===== src/rtl/rom_resp_pkg.sv =====
// rom_resp_pkg - shared types and helpers for the ROM responder.
//   state_t   : responder FSM states
//   OOB_FILL  : byte returned for out-of-bounds requests
//   byte_sel  : little-endian byte-lane select from a 32-bit word
package rom_resp_pkg;

   typedef enum logic [2:0] {
      S_IDLE,
      S_WAIT,
      S_LOOKUP,
      S_SRAM_WAIT,
      S_RESP,
      S_RECOVER
   } state_t;

   localparam logic [7:0] OOB_FILL = 8'h00;

   function automatic logic [7:0] byte_sel(input logic [31:0] word, input logic [1:0] lane);
      logic [7:0] b;
      case (lane)
         2'd0:    b = word[7:0];
         2'd1:    b = word[15:8];
         2'd2:    b = word[23:16];
         default: b = word[31:24];
      endcase
      return b;
   endfunction

endpackage


===== src/rtl/rom_word_buf.sv =====
// rom_word_buf - one-word read buffer in front of the boot SRAM.
// Ports:
//   clk, rst_n   : clock, async active-low reset
//   i_inval      : clear valid on the next edge (wins over i_fill)
//   i_fill       : load i_tag/i_fill_data and mark valid
//   i_tag        : word tag (byte address [31:2]) for both fill and lookup
//   i_fill_data  : SRAM word to store
//   o_hit        : valid and stored tag equals i_tag
//   o_data       : stored word
module rom_word_buf
   import rom_resp_pkg::*;
(
   input  logic        clk,
   input  logic        rst_n,
   input  logic        i_inval,
   input  logic        i_fill,
   input  logic [29:0] i_tag,
   input  logic [31:0] i_fill_data,
   output logic        o_hit,
   output logic [31:0] o_data
);

   logic        r_valid;
   logic [29:0] r_tag;
   logic [31:0] r_data;

   always_ff @(posedge clk or negedge rst_n) begin
      if (!rst_n) begin
         r_valid <= 1'b0;
         r_tag   <= '0;
         r_data  <= '0;
      end else begin
         if (i_inval)
            r_valid <= 1'b0;
         else if (i_fill)
            r_valid <= 1'b1;
         if (i_fill) begin
            r_tag  <= i_tag;
            r_data <= i_fill_data;
         end
      end
   end

   assign o_hit  = r_valid && (r_tag == i_tag);
   assign o_data = r_data;

endmodule


===== src/rtl/rom_responder.sv =====
// rom_responder - responder end of the byte-wide boot ROM read interface,
// backed by a 32-bit boot SRAM.
// Optional feature macro: ROM_WORD_BUF_EN (one-word read buffer; when
// undefined every in-bounds request reads the SRAM and rom_inval is ignored).
// Ports:
//   clk, rst_n    : clock, async active-low reset
//   rom_read_en   : request (only 1'b1 counts)
//   rom_addr      : byte address, latched on accept
//   rom_ready     : one-cycle response strobe
//   rom_data_out  : response byte, held until the next response
//   rom_inval     : invalidate the word buffer
//   sram_rd_en    : one-cycle SRAM read strobe
//   sram_addr     : SRAM word address (latched rom_addr[SRAM_AW+1:2])
//   sram_rdata    : SRAM read word, little-endian
//   oob_err       : sticky out-of-bounds flag
module rom_responder
   import rom_resp_pkg::*;
#(
   parameter int unsigned ROM_BYTES  = 4096,
   parameter int unsigned SRAM_AW    = 10,
   parameter int unsigned SRAM_LAT   = 1,
   parameter int unsigned EXTRA_WAIT = 0
) (
   input  logic               clk,
   input  logic               rst_n,
   input  logic               rom_read_en,
   input  logic [31:0]        rom_addr,
   output logic               rom_ready,
   output logic [7:0]         rom_data_out,
   input  logic               rom_inval,
   output logic               sram_rd_en,
   output logic [SRAM_AW-1:0] sram_addr,
   input  logic [31:0]        sram_rdata,
   output logic               oob_err
);

   localparam logic [31:0] LP_ROM_BYTES = 32'(ROM_BYTES);
   localparam logic [2:0]  LP_WAIT_LAST = 3'(EXTRA_WAIT - 1);
   // SRAM_WAIT spans the strobe cycle plus SRAM_LAT cycles
   localparam logic [2:0]  LP_SRAM_LAST = 3'(SRAM_LAT);

   state_t             r_state, w_state_nxt;
   logic [31:0]        r_addr;
   logic [2:0]         r_cnt;
   logic [7:0]         r_byte;
   logic [7:0]         r_data_out;
   logic               r_ready;
   logic               r_rd_en;
   logic               r_oob;
   logic [SRAM_AW-1:0] r_sram_addr;

   logic               w_accept;
   logic               w_oob;
   logic               w_hit;
   logic               w_miss;
   logic               w_sram_done;
   logic [31:0]        w_buf_word;

   // X/Z on rom_read_en evaluates false, so only a clean 1 is a request
   assign w_accept    = (r_state == S_IDLE) && (rom_read_en == 1'b1);
   assign w_oob       = (r_addr >= LP_ROM_BYTES);
   assign w_sram_done = (r_state == S_SRAM_WAIT) && (r_cnt == LP_SRAM_LAST);

`ifdef ROM_WORD_BUF_EN
   logic r_inval_pend;
   logic w_buf_hit;
   logic w_fill;

   // An inval seen while the SRAM read is in flight drops the fill,
   // but the response itself is still served from sram_rdata.
   assign w_fill = w_sram_done && !r_inval_pend && !rom_inval;
   // inval in the LOOKUP cycle forces a miss
   assign w_hit  = w_buf_hit && !rom_inval;

   always_ff @(posedge clk or negedge rst_n) begin
      if (!rst_n)
         r_inval_pend <= 1'b0;
      else if (w_miss)
         r_inval_pend <= 1'b0;
      else if ((r_state == S_SRAM_WAIT) && rom_inval)
         r_inval_pend <= 1'b1;
   end

   rom_word_buf u_buf (
      .clk         (clk),
      .rst_n       (rst_n),
      .i_inval     (rom_inval),
      .i_fill      (w_fill),
      .i_tag       (r_addr[31:2]),
      .i_fill_data (sram_rdata),
      .o_hit       (w_buf_hit),
      .o_data      (w_buf_word)
   );
`else
   logic w_unused;
   assign w_unused   = rom_inval;
   assign w_hit      = 1'b0;
   assign w_buf_word = '0;
`endif

   always_ff @(posedge clk or negedge rst_n) begin
      if (!rst_n)
         r_state <= S_IDLE;
      else
         r_state <= w_state_nxt;
   end

   always_comb begin
      w_state_nxt = r_state;
      w_miss      = 1'b0;
      case (r_state)
         S_IDLE:
            if (w_accept)
               w_state_nxt = (EXTRA_WAIT > 0) ? S_WAIT : S_LOOKUP;
         S_WAIT:
            if (r_cnt == LP_WAIT_LAST)
               w_state_nxt = S_LOOKUP;
         S_LOOKUP:
            if (w_oob || w_hit) begin
               w_state_nxt = S_RESP;
            end else begin
               w_state_nxt = S_SRAM_WAIT;
               w_miss      = 1'b1;
            end
         S_SRAM_WAIT:
            if (w_sram_done)
               w_state_nxt = S_RESP;
         S_RESP:
            w_state_nxt = S_RECOVER;
         S_RECOVER:
            w_state_nxt = S_IDLE;
         default:
            w_state_nxt = S_IDLE;
      endcase
   end

   // Outputs are registered out of RESP, so rom_ready is visible during
   // RECOVER; that is the cycle in which a stale held request is ignored.
   always_ff @(posedge clk or negedge rst_n) begin
      if (!rst_n) begin
         r_addr      <= '0;
         r_cnt       <= '0;
         r_byte      <= '0;
         r_data_out  <= '0;
         r_ready     <= 1'b0;
         r_rd_en     <= 1'b0;
         r_oob       <= 1'b0;
         r_sram_addr <= '0;
      end else begin
         r_ready <= (r_state == S_RESP);
         r_rd_en <= w_miss;
         r_cnt   <= (w_state_nxt != r_state) ? '0 : r_cnt + 3'd1;
         if (r_state == S_RESP)
            r_data_out <= r_byte;
         if (w_accept) begin
            r_addr      <= rom_addr;
            r_sram_addr <= rom_addr[SRAM_AW+1:2];
         end
         if (r_state == S_LOOKUP) begin
            if (w_oob) begin
               r_byte <= OOB_FILL;
               r_oob  <= 1'b1;
            end else if (w_hit) begin
               r_byte <= byte_sel(w_buf_word, r_addr[1:0]);
            end
         end
         if (w_sram_done)
            r_byte <= byte_sel(sram_rdata, r_addr[1:0]);
      end
   end

   assign rom_ready    = r_ready;
   assign rom_data_out = r_data_out;
   assign sram_rd_en   = r_rd_en;
   assign sram_addr    = r_sram_addr;
   assign oob_err      = r_oob;

endmodule


===== config.mk =====
export PLATFORM = sky130hd
export DESIGN_NAME = rom_responder
export DESIGN_NICKNAME = d
export VERILOG_FILES = /design/src/rtl/rom_resp_pkg.sv /design/src/rtl/rom_word_buf.sv /design/src/rtl/rom_responder.sv
export SDC_FILE = /design/constraint.sdc
export NUM_CORES = 1
export LEC_CHECK = 0
export ABC_AREA = 1
export CAP_MARGIN = 30
export CORE_ASPECT_RATIO = 1.2
export CORE_MARGIN = 2
export CORE_UTILIZATION = 40
export CTS_CLUSTER_DIAMETER = 150
export DETAILED_ROUTE_END_ITERATION = 10
export PLACE_DENSITY = 0.79
export SETUP_SLACK_MARGIN = 0.02
export SYNTH_ARGS = -nofsm -noshare
export SYNTH_HDL_FRONTEND = slang
export SYNTH_SLANG_ARGS = --single-unit
export TNS_END_PERCENT = 1

===== constraint.sdc =====
create_clock -name clk -period 3.92 [get_ports clk]
set_clock_uncertainty 0.1 [all_clocks]
set_input_delay 0.98 -clock clk [delete_from_list [all_inputs] [get_ports clk]]
set_output_delay 0.98 -clock clk [all_outputs]
set_load 0.02 [all_outputs]

## After elaboration in Yosys (flattened, before gate mapping)

Index checks and enable logic that the tools add are counted.

| storage, ports and cells | value |
|---|---|
| register bits after elaboration | 67 |
| input port bits | 68 |
| output and inout port bits | 21 |
| logic and storage cells | 40 |

| cells by class | value |
|---|---|
| $add $sub $neg | 1 |
| $lt $le $gt $ge | 1 |
| eq/ne operators | 9 |
| muxes and demuxes | 12 |
| reduce and logical (&&, ||, !) cells | 8 |

Operators with widths:

| cell | number |
|---|---|
| 32-bit by 13-bit >= comparator with 1-bit output, second input constant | 1 |
| 8-bit 2-to-1 mux | 3 |
| 8-bit case mux with 3 select lines | 1 |
| 3-bit 2-to-1 mux | 5 |
| 3-bit case mux with 5 select lines | 1 |
| 3-bit by 1-bit equality test with 1-bit output, second input constant | 2 |
| 3-bit by 2-bit equality test with 1-bit output, second input constant | 2 |
| 3-bit equality test, second input constant | 2 |
| 2-bit AND reduction | 2 |
| 2-bit nonzero test | 2 |
| 3-bit by 1-bit adder with 3-bit output, second input constant | 1 |
| 3-bit zero test | 1 |
| 3-bit inequality test | 1 |
| 2-bit by 1-bit equality test with 1-bit output, second input constant | 1 |
| 2-bit equality test, second input constant | 1 |
| 1-bit logical AND | 2 |
| 2-bit zero test | 1 |
| 1-bit 2-to-1 mux | 2 |

## Depth between registers and ports, before layout

Gate-level depths: netlist (run 1).

| depth | value |
|---|---|
| depth after elaboration | 6 |
| mapped depth | 10 |
| depth with buffers taken out | 10 |

## Worst setup path after synthesis (run 1)

OpenSTA, ideal clock, no wires.

| timing | value |
|---|---|
| kind | input to register |
| start | input port rom_read_en |
| end | register r_addr[10] |
| setup time | 0.125 ns |
| arrival time | 1.662 ns |
| required time | 3.695 ns |
| slack | 2.033 ns |
| cell stages on the path | 4 |
| buffers on the path | 2 |
| path through | nand4_2 buf_6 buf_8 mux2_4 |

| between the ends | value |
|---|---|
| longest elaborated chain between the ends | 1 |

RTL lines:

| item | line | RTL |
|---|---|---|
| from (decl) | rom_responder.sv:26 | `input logic rom_read_en,` |
| 1-bit logical AND | rom_responder.sv:60 | `assign w_accept = (r_state == S_IDLE) && (rom_read_en == 1'b1);` |
| to (signal assigned) | rom_responder.sv:156 | `r_addr <= rom_addr;` |
| to (decl) | rom_responder.sv:43 | `logic [31:0] r_addr;` |

Every way passes these cells.
A chain may end at the register's enable or synchronous reset.

## Final worst setup path (run 1)

| timing | value |
|---|---|
| start | register r_data_out[5] (netlist: rom_data_out[5]) |
| end | output port rom_data_out[5] |

RTL lines:

| item | line | RTL |
|---|---|---|
| from (decl) | rom_responder.sv:46 | `logic [7:0] r_data_out;` |
| from (signal assigned) | rom_responder.sv:154 | `r_data_out <= r_byte;` |
| to (decl) | rom_responder.sv:29 | `output logic [7:0] rom_data_out,` |

No word-level cell between the ends.

==> impl_metrics.ini, run 1 <==
[placement]
globalplace.congestion = 0.801
numPlacedInstances = 415
hpwl_um = 4030
placed_cell_area_sq_um = 3510
io_buffers = 87

[grt]
grt_usage = 0.164
grt_max_degree = 38
grt_pass1_vias = 2038
gr-total-overflow = 0
grt_pass1_wl_um = 9200
antenna_found_initial = 0

[pwr]
power.density_nw_per_um2 = 744
finalPower_w = 0.00278
leakage_nw = 1.75
peakVddDrop_uv = 364

[sta]
slew_headroom = 0.503
worst-slew-pin-transition_ps = 746
slew_viol_final = 0
rsz0062_at_grt = no
finalHoldViolCount = 0
setup_viol = 0
clock.fmax_mhz = 417
setup_tns_ps = 0
min_period_over_period = 0.611
period_needed_ps = 2400

[yosys]
syn-num-nets = 328
ys.warnings.count = 0
synthSimpleGateAreaFrac = 0.154
syn_area_sq_um = 2660
synth-compound-area-share = 0.0603
ys_seq_elements = 57
seq_area_frac_synth = 0.537
yosysUniqueCellTypes = 23
synth.mux.area_fraction = 0.143
synth_xor_area_frac = 0
yosys.area_share.adder = 0.0141
synthCells = 257
syn_avg_cell_area_sq_um = 10.3
synth_top_family_by_area = simple AND/OR/NAND/NOR gates

[flow_run]
max-cap-violations = 0

[setup_path]
slowest_stage = clkdlybuf4s50_1
arrival_ps = 1320
crit_type = reg -> out
r2r-start = r_state[0]
critPathRequiredTime_ps = 2840
path_cells = clkdlybuf4s50_1
crit_family = buffers and inverters
cpPeakStageDelay_ps = 620
crit_fanout = 2
endpoint_kind = output port
startpoint_type = register
startpoint = rom_data_out[5]
path_buf_inv = 1

[clock_tree]
cts_resized = 0
cts-root-buf = clkbuf_8
cts.htree.levels = 3
postCtsSetupRepairBufs = 0
hold_buffers = 0
clk_pin_slew_worst_paths_ps = 60
cts-buffers-inserted = 9
cts_tree = done
cts.sinks = 57
clk_latency_ps = 330
clk_path_buf_depth = 2

[route]
antenna_left = 0
dr.pass1.iters = 4
wirelength_um = 5330
vias = 1966
drc = 0
drtIter0Drc = 78
avgViaCountPerCell = 4.56
routedWlPerCell_um = 12.4

[die]
die_h_um = 93.3
initial_core_util = 0.412
core.rowCount = 32
die_x_um = 78.4
io-pin-count = 89
core-area_sq_um = 6450
die_area_sq_um = 7310

[cells_and_area]
final_nets = 412
fill_cells = 549
fin_cells = 431
multi_input_area_sq_um = 987
regArea_sq_um = 1430
drive_gt1_frac = 0.156
final_area_sq_um = 3740
syn_to_final_growth_pct = 40.6
diodes = 0

[status]
status = complete, no violations

[worst_hold_path]
worstHoldStart = oob_err
hold_path.class = reg -> reg
-- through the flow --
step	setup WS, ps	hold slack [ps]	utilization
2_1_floorplan	2030	337	-
3_3_place_gp	1310	348	0.544
3_5_place_dp	1320	351	0.544
4_1_cts	1500	367	0.580
5_1_grt	1480	396	0.580
6_report	1520	361	0.580
-- cells in the mapped netlist (all sizes together) --
cell type | n | area, sq um
dfrtp | 57 | 1430
ha | 3 | 37.5
o22ai | 8 | 50.1
or2 | 1 | 6.26
nand2 | 49 | 184
o21ai | 8 | 40.0
nand4 | 5 | 37.5
and3 | 1 | 6.26
nor3 | 1 | 10.0
a21oi | 14 | 70.1
mux2 | 27 | 379
inv | 27 | 101
clkinv | 1 | 5.00
nor2 | 25 | 96.4
nand3 | 14 | 70.1
buf | 16 | 136
-- tightest hold or removal path: stages, from the launching register on --
cell and delay [ps]:
dfrtp_1 340, inv_1 40, nand2_1 50
-- final cells by class --
class	count	share of cell area
multi-input combinational	156	0.264
sequential	57	0.382
clock inverter	5	0.0208
timing repair buffer	89	0.236
tap	85	0.0285
clock buffer	11	0.0405
inverter	28	0.0285
-- registers in the layout, indices dropped and copies added, names as in the netlist --
name and flops:
oob_err 1, r_addr 32, r_byte 8, r_cnt 3
r_state 3, rom_data_out 8, rom_ready 1, sram_rd_en 1
-- report_power, final --
part,leakage [nW],internal [W],switching [W]
registers,0.707,0.000856,0.000145
logic,0.925,0.000604,0.000561
clock network,0.115,0.000390,0.000223
total,1.75,0.00185,0.000929
-- placed cells by master (no fill, tap or decap), types with 11 or more instances in the layout --
master,instances
nor2_1,24
dfrtp_1,57
nand2_1,49
clkbuf_8,11
a21oi_1,14
inv_1,24
mux2_4,20
clkdlybuf4s50_1,86
nand3_1,14
-- final timing paths --
kind / endpoint / slack, ps / cells after the start
setup / recovery: rom_data_out[5] / 1520 / 1
setup reg to reg: r_addr[7] / 2210 / 4
hold / removal: oob_err / 360 / 2
max in group asynchronous: r_byte[1] / 2320 / 2
hold reg to reg: oob_err / 360 / 2
min in group asynchronous: r_cnt[2] / 620 / 1
-- routing by layer --
| layer | global-route usage | vias up | wire (um) |
|---|---|---|---|
| li1 | - | 997 | - |
| met1 | 0.190 | 914 | 2230 |
| met2 | 0.283 | 47 | 2800 |
| met3 | 0.0492 | 8 | 212 |
| met4 | 0.0658 | 0 | 90 |
| met5 | 0 | - | 0 |
-- cell families after synthesis --
logic type      after synthesis
simple gates                 96
buf+inv                      44
fa+ha+maj                     3
compound gates               30
flops                        57
mux                          27
No activity file was read; power rests on OpenSTA's default activity.
==> inputs of run 2 (changes only) <==
==> constraint.sdc (replaced) <==
create_clock -name clk -period 2.4 [get_ports clk]
set_clock_uncertainty 0.1 [all_clocks]
set_input_delay 0.6 -clock clk [delete_from_list [all_inputs] [get_ports clk]]
set_output_delay 0.6 -clock clk [all_outputs]
set_load 0.02 [all_outputs]
==> run 2 against run 1 <==
  * Sequential power increased by 64%
  * Global-route usage increased by 0.36 points
  * Setup slack got worse by 1200 ps
  * Via count increased by 2.0%
  * Routed wire length increased by 1.2%
  * Non-clock buffer count unchanged
  * Sequential share of layout area about the same
  * Total power increased by 61%
  * Critical path type unchanged
==> impl_metrics.ini, run 2 (same netlist as run 1, synthesis figures left out) <==
[clock_tree]
cts.sinks = 57
hold_buffers = 0
clk_pin_slew_worst_paths_ps = 70
postCtsSetupRepairBufs = 0
cts-buffers-inserted = 9
clk_path_buf_depth = 2
cts.htree.levels = 3
clk_latency_ps = 340
cts_tree = done
cts-root-buf = clkbuf_8
cts_resized = 0

[sta]
period_needed_ps = 2030
min_period_over_period = 0.845
clock.fmax_mhz = 493
layout_setup_ws_ps = 372
finalHoldViolCount = 0
slew_headroom = 0.660
setup_tns_ps = 0
setup_viol = 0
slew_viol_final = 0
rsz0062_at_grt = no
worst-slew-pin-transition_ps = 507

[grt]
grt_usage = 0.168
grt_use_met3 = 0.0328
antenna_found_initial = 0
use_met1 = 0.209
grt-busiest-layer = met2
gr-total-overflow = 0
use_met2 = 0.272
grt_pass1_wl_um = 9400
grt_pass1_vias = 2043
grt_max_degree = 58

[route]
avgViaCountPerCell = 4.65
wirelength_um = 5390
routedWlPerCell_um = 12.5
dr.pass1.iters = 4
drc = 0
drtIter0Drc = 113
vias = 2006
antenna_left = 0

[setup_path]
arrival_ps = 1330
r2r-start = r_cnt[0]
cpPeakStageDelay_ps = 640
crit_type = reg -> out
crit_fanout = 2
endpoint_kind = output port
crit_family = buffers and inverters
startpoint = rom_data_out[6]
worstRegToRegCells = 6
slowest_stage = clkdlybuf4s50_1
startpoint_type = register
critPathRequiredTime_ps = 1700
path_cells = clkdlybuf4s50_1
path_buf_inv = 1
r2r_setup_slack_ps = 700
reg2reg_to = r_byte[1]

[die]
core.rowCount = 32
core-area_sq_um = 6450
initial_core_util = 0.412
die_area_sq_um = 7310
die_h_um = 93.3
die_x_um = 78.4
io-pin-count = 89

[cells_and_area]
top_register = r_addr
fin_cells = 431
diodes = 0
layout_commonest_cell = clkdlybuf4s50_1
fill_cells = 566
final_cell_mix = clkdlybuf4s50_1 (86), dfrtp_1 (57), nand2_1 (49), inv_1 (24), nor2_1 (24)
multi_input_area_sq_um = 987
syn_to_final_growth_pct = 40.6
post-route-util = 0.579
largest_register_ffs = 32
drive_gt1_frac = 0.156
final_nets = 412
regArea_sq_um = 1430

[placement]
dp_slack_ps = 377
hpwl_um = 3910
numPlacedInstances = 415
globalplace.congestion = 0.809
io_buffers = 87

[pwr]
power.density_nw_per_um2 = 1200
peakVddDrop_uv = 590
finalPower_w = 0.00448
leakage_nw = 1.73

[worst_hold_path]
hold_path.class = in -> async

[flow_run]
max-cap-violations = 0

[status]
status = complete, no violations
-- run 2: per-layer routing --
metal  wire length [um]  vias up
met5                  0        -
met4                133        0
met3                193       10
met2               2740       55
met1               2320      947
li1                   -      994
-- run 2: worst register-to-register path, stage by stage (launching register included) --
cell     delay, ps
dfrtp_1        400
ha_1           200
nand2_1         90
nor2_1          50
inv_1          270
nand2_1        280
o22ai_1        240
-- run 2: metrics by stage --
stage	area (sq um)	hold WS (ps)
global route	3730	169
detailed placement	3530	367
CTS	3730	148
global placement	3530	347
floorplan	2660	204
finish	3730	141
-- run 2: where the power goes --
group | leakage [nW] | switching (W) | total [W] | internal (W)
Sequential | 0.707 | 0.000239 | 0.00164 | 0.00140
Clock | 0.0925 | 0.000423 | 0.000909 | 0.000487
Combinational | 0.935 | 0.000928 | 0.00193 | 0.00100
Total | 1.73 | 0.00159 | 0.00448 | 0.00289
-- run 2: worst max-delay path by stage --
stage	to	slack (ps)	cells after the start
after detailed placement	r_addr[2]	380	4
after global routing	rom_data_out[6]	340	1
final	rom_data_out[6]	370	1
after floorplan	r_addr[10]	890	4
after CTS	rom_data_out[6]	350	1
after global placement	r_addr[3]	400	4
-- run 2: area by class of cell --
| cell class | count | area share |
|---|---|---|
| Timing Repair Buffer | 89 | 0.243 |
| Multi-Input combinational cell | 156 | 0.264 |
| Clock inverter | 7 | 0.0211 |
| Clock buffer | 9 | 0.0332 |
| Tap cell | 85 | 0.0285 |
| Sequential cell | 57 | 0.382 |
| Inverter | 28 | 0.0285 |
==> inputs of run 3 (changes only) <==
==> constraint.sdc (replaced) <==
create_clock -name clk -period 2.1 [get_ports clk]
set_clock_uncertainty 0.1 [all_clocks]
set_input_delay 0.525 -clock clk [delete_from_list [all_inputs] [get_ports clk]]
set_output_delay 0.525 -clock clk [all_outputs]
set_load 0.02 [all_outputs]
==> run 3 against run 2 <==
  * First-iteration DRC count fell by 49%
  * Setup slack worse by 200 ps
  * Register-to-register slack lost 230 ps
  * Flip-flop and latch count did not move
  * Sequential share of layout area down 0.64 points
  * Hold slack lost 55 ps
  * Count of clock-buffer cells in the layout up 1
  * Routed wire length rose by 4.4%
  * Combinational power up 15%
==> impl_metrics.ini, run 3 (same netlist as run 1, synthesis figures left out) <==
[status]
status = complete, no violations

[grt]
grt_usage = 0.172
grt-busiest-layer = met2
use_met1 = 0.215
antenna_found_initial = 0
use_met2 = 0.295
grt_use_met3 = 0.0338
grt_pass1_wl_um = 9790
grt_max_degree = 58
gr-total-overflow = 0
grt_pass1_vias = 2099

[setup_path]
slowest_stage = clkdlybuf4s50_1
cp.depth = 1
startpoint_type = register
endpoint_kind = output port
path_cells = clkdlybuf4s50_1
crit_type = reg -> out
worstRegToRegCells = 8
crit_fanout = 2
crit_family = buffers and inverters
cpPeakStageDelay_ps = 620
path_buf_inv = 1
critPathRequiredTime_ps = 1470
arrival_ps = 1300

[pwr]
seq_power_share = 0.349
power.density_nw_per_um2 = 1410
switchingPower_w = 0.00179
switching_share = 0.333
peakVddDrop_uv = 685
p_int_w = 0.00358
leakage_nw = 1.77
p_clk_frac = 0.237
p_comb_frac = 0.414

[die]
io-pin-count = 89
core.rowCount = 32
die_x_um = 78.4
core-area_sq_um = 6450
initial_core_util = 0.412
die_h_um = 93.3
die_area_sq_um = 7310

[clock_tree]
clk_pin_slew_worst_paths_ps = 70
clk_latency_ps = 330
cts-buffers-inserted = 9
cts_resized = 0
cts_tree = done
cts.htree.levels = 3
cts-root-buf = clkbuf_8
cts.sinks = 57
hold_buffers = 0
clk_path_buf_depth = 2
postCtsSetupRepairBufs = 0

[route]
antenna_left = 0
vias = 2033
dr.pass1.iters = 4
drc = 0
routedWlPerCell_um = 13.0
wirelength_um = 5630
avgViaCountPerCell = 4.70
drtIter0Drc = 58

[sta]
timing.hold.ws_ps = 86.0
finalHoldViolCount = 0
min_period_over_period = 0.918
slew_viol_final = 0
setup_tns_ps = 0
clock.fmax_mhz = 519
slew_headroom = 0.633
period_needed_ps = 1930
setup_viol = 0
worst-slew-pin-transition_ps = 548
rsz0062_at_grt = no

[cells_and_area]
syn_to_final_growth_pct = 43.0
layout_commonest_cell = clkdlybuf4s50_1
largest_register_ffs = 32
fill_cells = 561
top_register = r_addr
final_nets = 414
drive_gt1_frac = 0.161
diodes = 0
final_cell_mix = clkdlybuf4s50_1 (86), dfrtp_1 (57), nand2_1 (49), inv_1 (24), nor2_1 (24)

[placement]
io_buffers = 87
globalplace.congestion = 0.815
hpwl_um = 4150

[worst_hold_path]
hold_path.class = in -> async

[flow_run]
max-cap-violations = 0
-- run 3: changes by cell type in the layout (fill, tap and decap cells not counted), sizes merged --
| cell | before | now |
|---|---|---|
| inv | 29 | 28 |
| buf | 3 | 5 |
| clkinv | 2 | 1 |
| bufinv | 1 | 3 |
| clkbuf | 9 | 10 |
| clkinvlp | 3 | 2 |
-- run 3: layout make-up --
| type | instances | area [sq um] | area share |
|---|---|---|---|
| clock buffers | 10 | 138 | 0.0362 |
| repair buffers | 91 | 921 | 0.242 |
| clock inverters | 6 | 114 | 0.0300 |
| multi-input cells | 156 | 987 | 0.260 |
| well taps | 85 | 106 | 0.0280 |
| flip-flops and latches | 57 | 1430 | 0.375 |
| inverters | 28 | 106 | 0.0280 |
-- run 3: final timing paths --
path | start | to | slack (ps)
max | rom_data_out[3] | rom_data_out[3] | 170
min | rst_n | r_cnt[2] | 90
max reg2reg | r_cnt[0] | r_cnt[1] | 470
min reg2reg | oob_err | oob_err | 360
max in group asynchronous | rst_n | r_addr[9] | 1560
min in group clk | oob_err | oob_err | 360
-- run 3: through the flow --
stage	instances	utilization	instance area, sq um	setup slack [ps]	total power, W
after floorplan	257	-	2660	636	0.00349
after global placement	417	0.550	3550	158	0.00403
after detailed placement	417	0.550	3550	148	0.00413
after CTS	433	0.589	3800	151	0.00543
after global routing	433	0.589	3800	121	0.00576
final	433	0.589	3800	173	0.00536
-- run 3: per-layer routing --
| layer | vias to the layer above | wire [um] |
|---|---|---|
| met2 | 55 | 2940 |
| met3 | 6 | 212 |
| met5 | - | 0 |
| met1 | 971 | 2390 |
| met4 | 0 | 87 |
| li1 | 1001 | - |
-- run 3: power by group through the flow --
stage	registers (W)	clock network, W	logic [W]
detailed placement	0.00189	0	0.00224
floorplan	0.00192	0	0.00157
CTS	0.00188	0.00130	0.00225
global route	0.00194	0.00136	0.00246
finish	0.00187	0.00127	0.00222
global placement	0.00186	0	0.00217
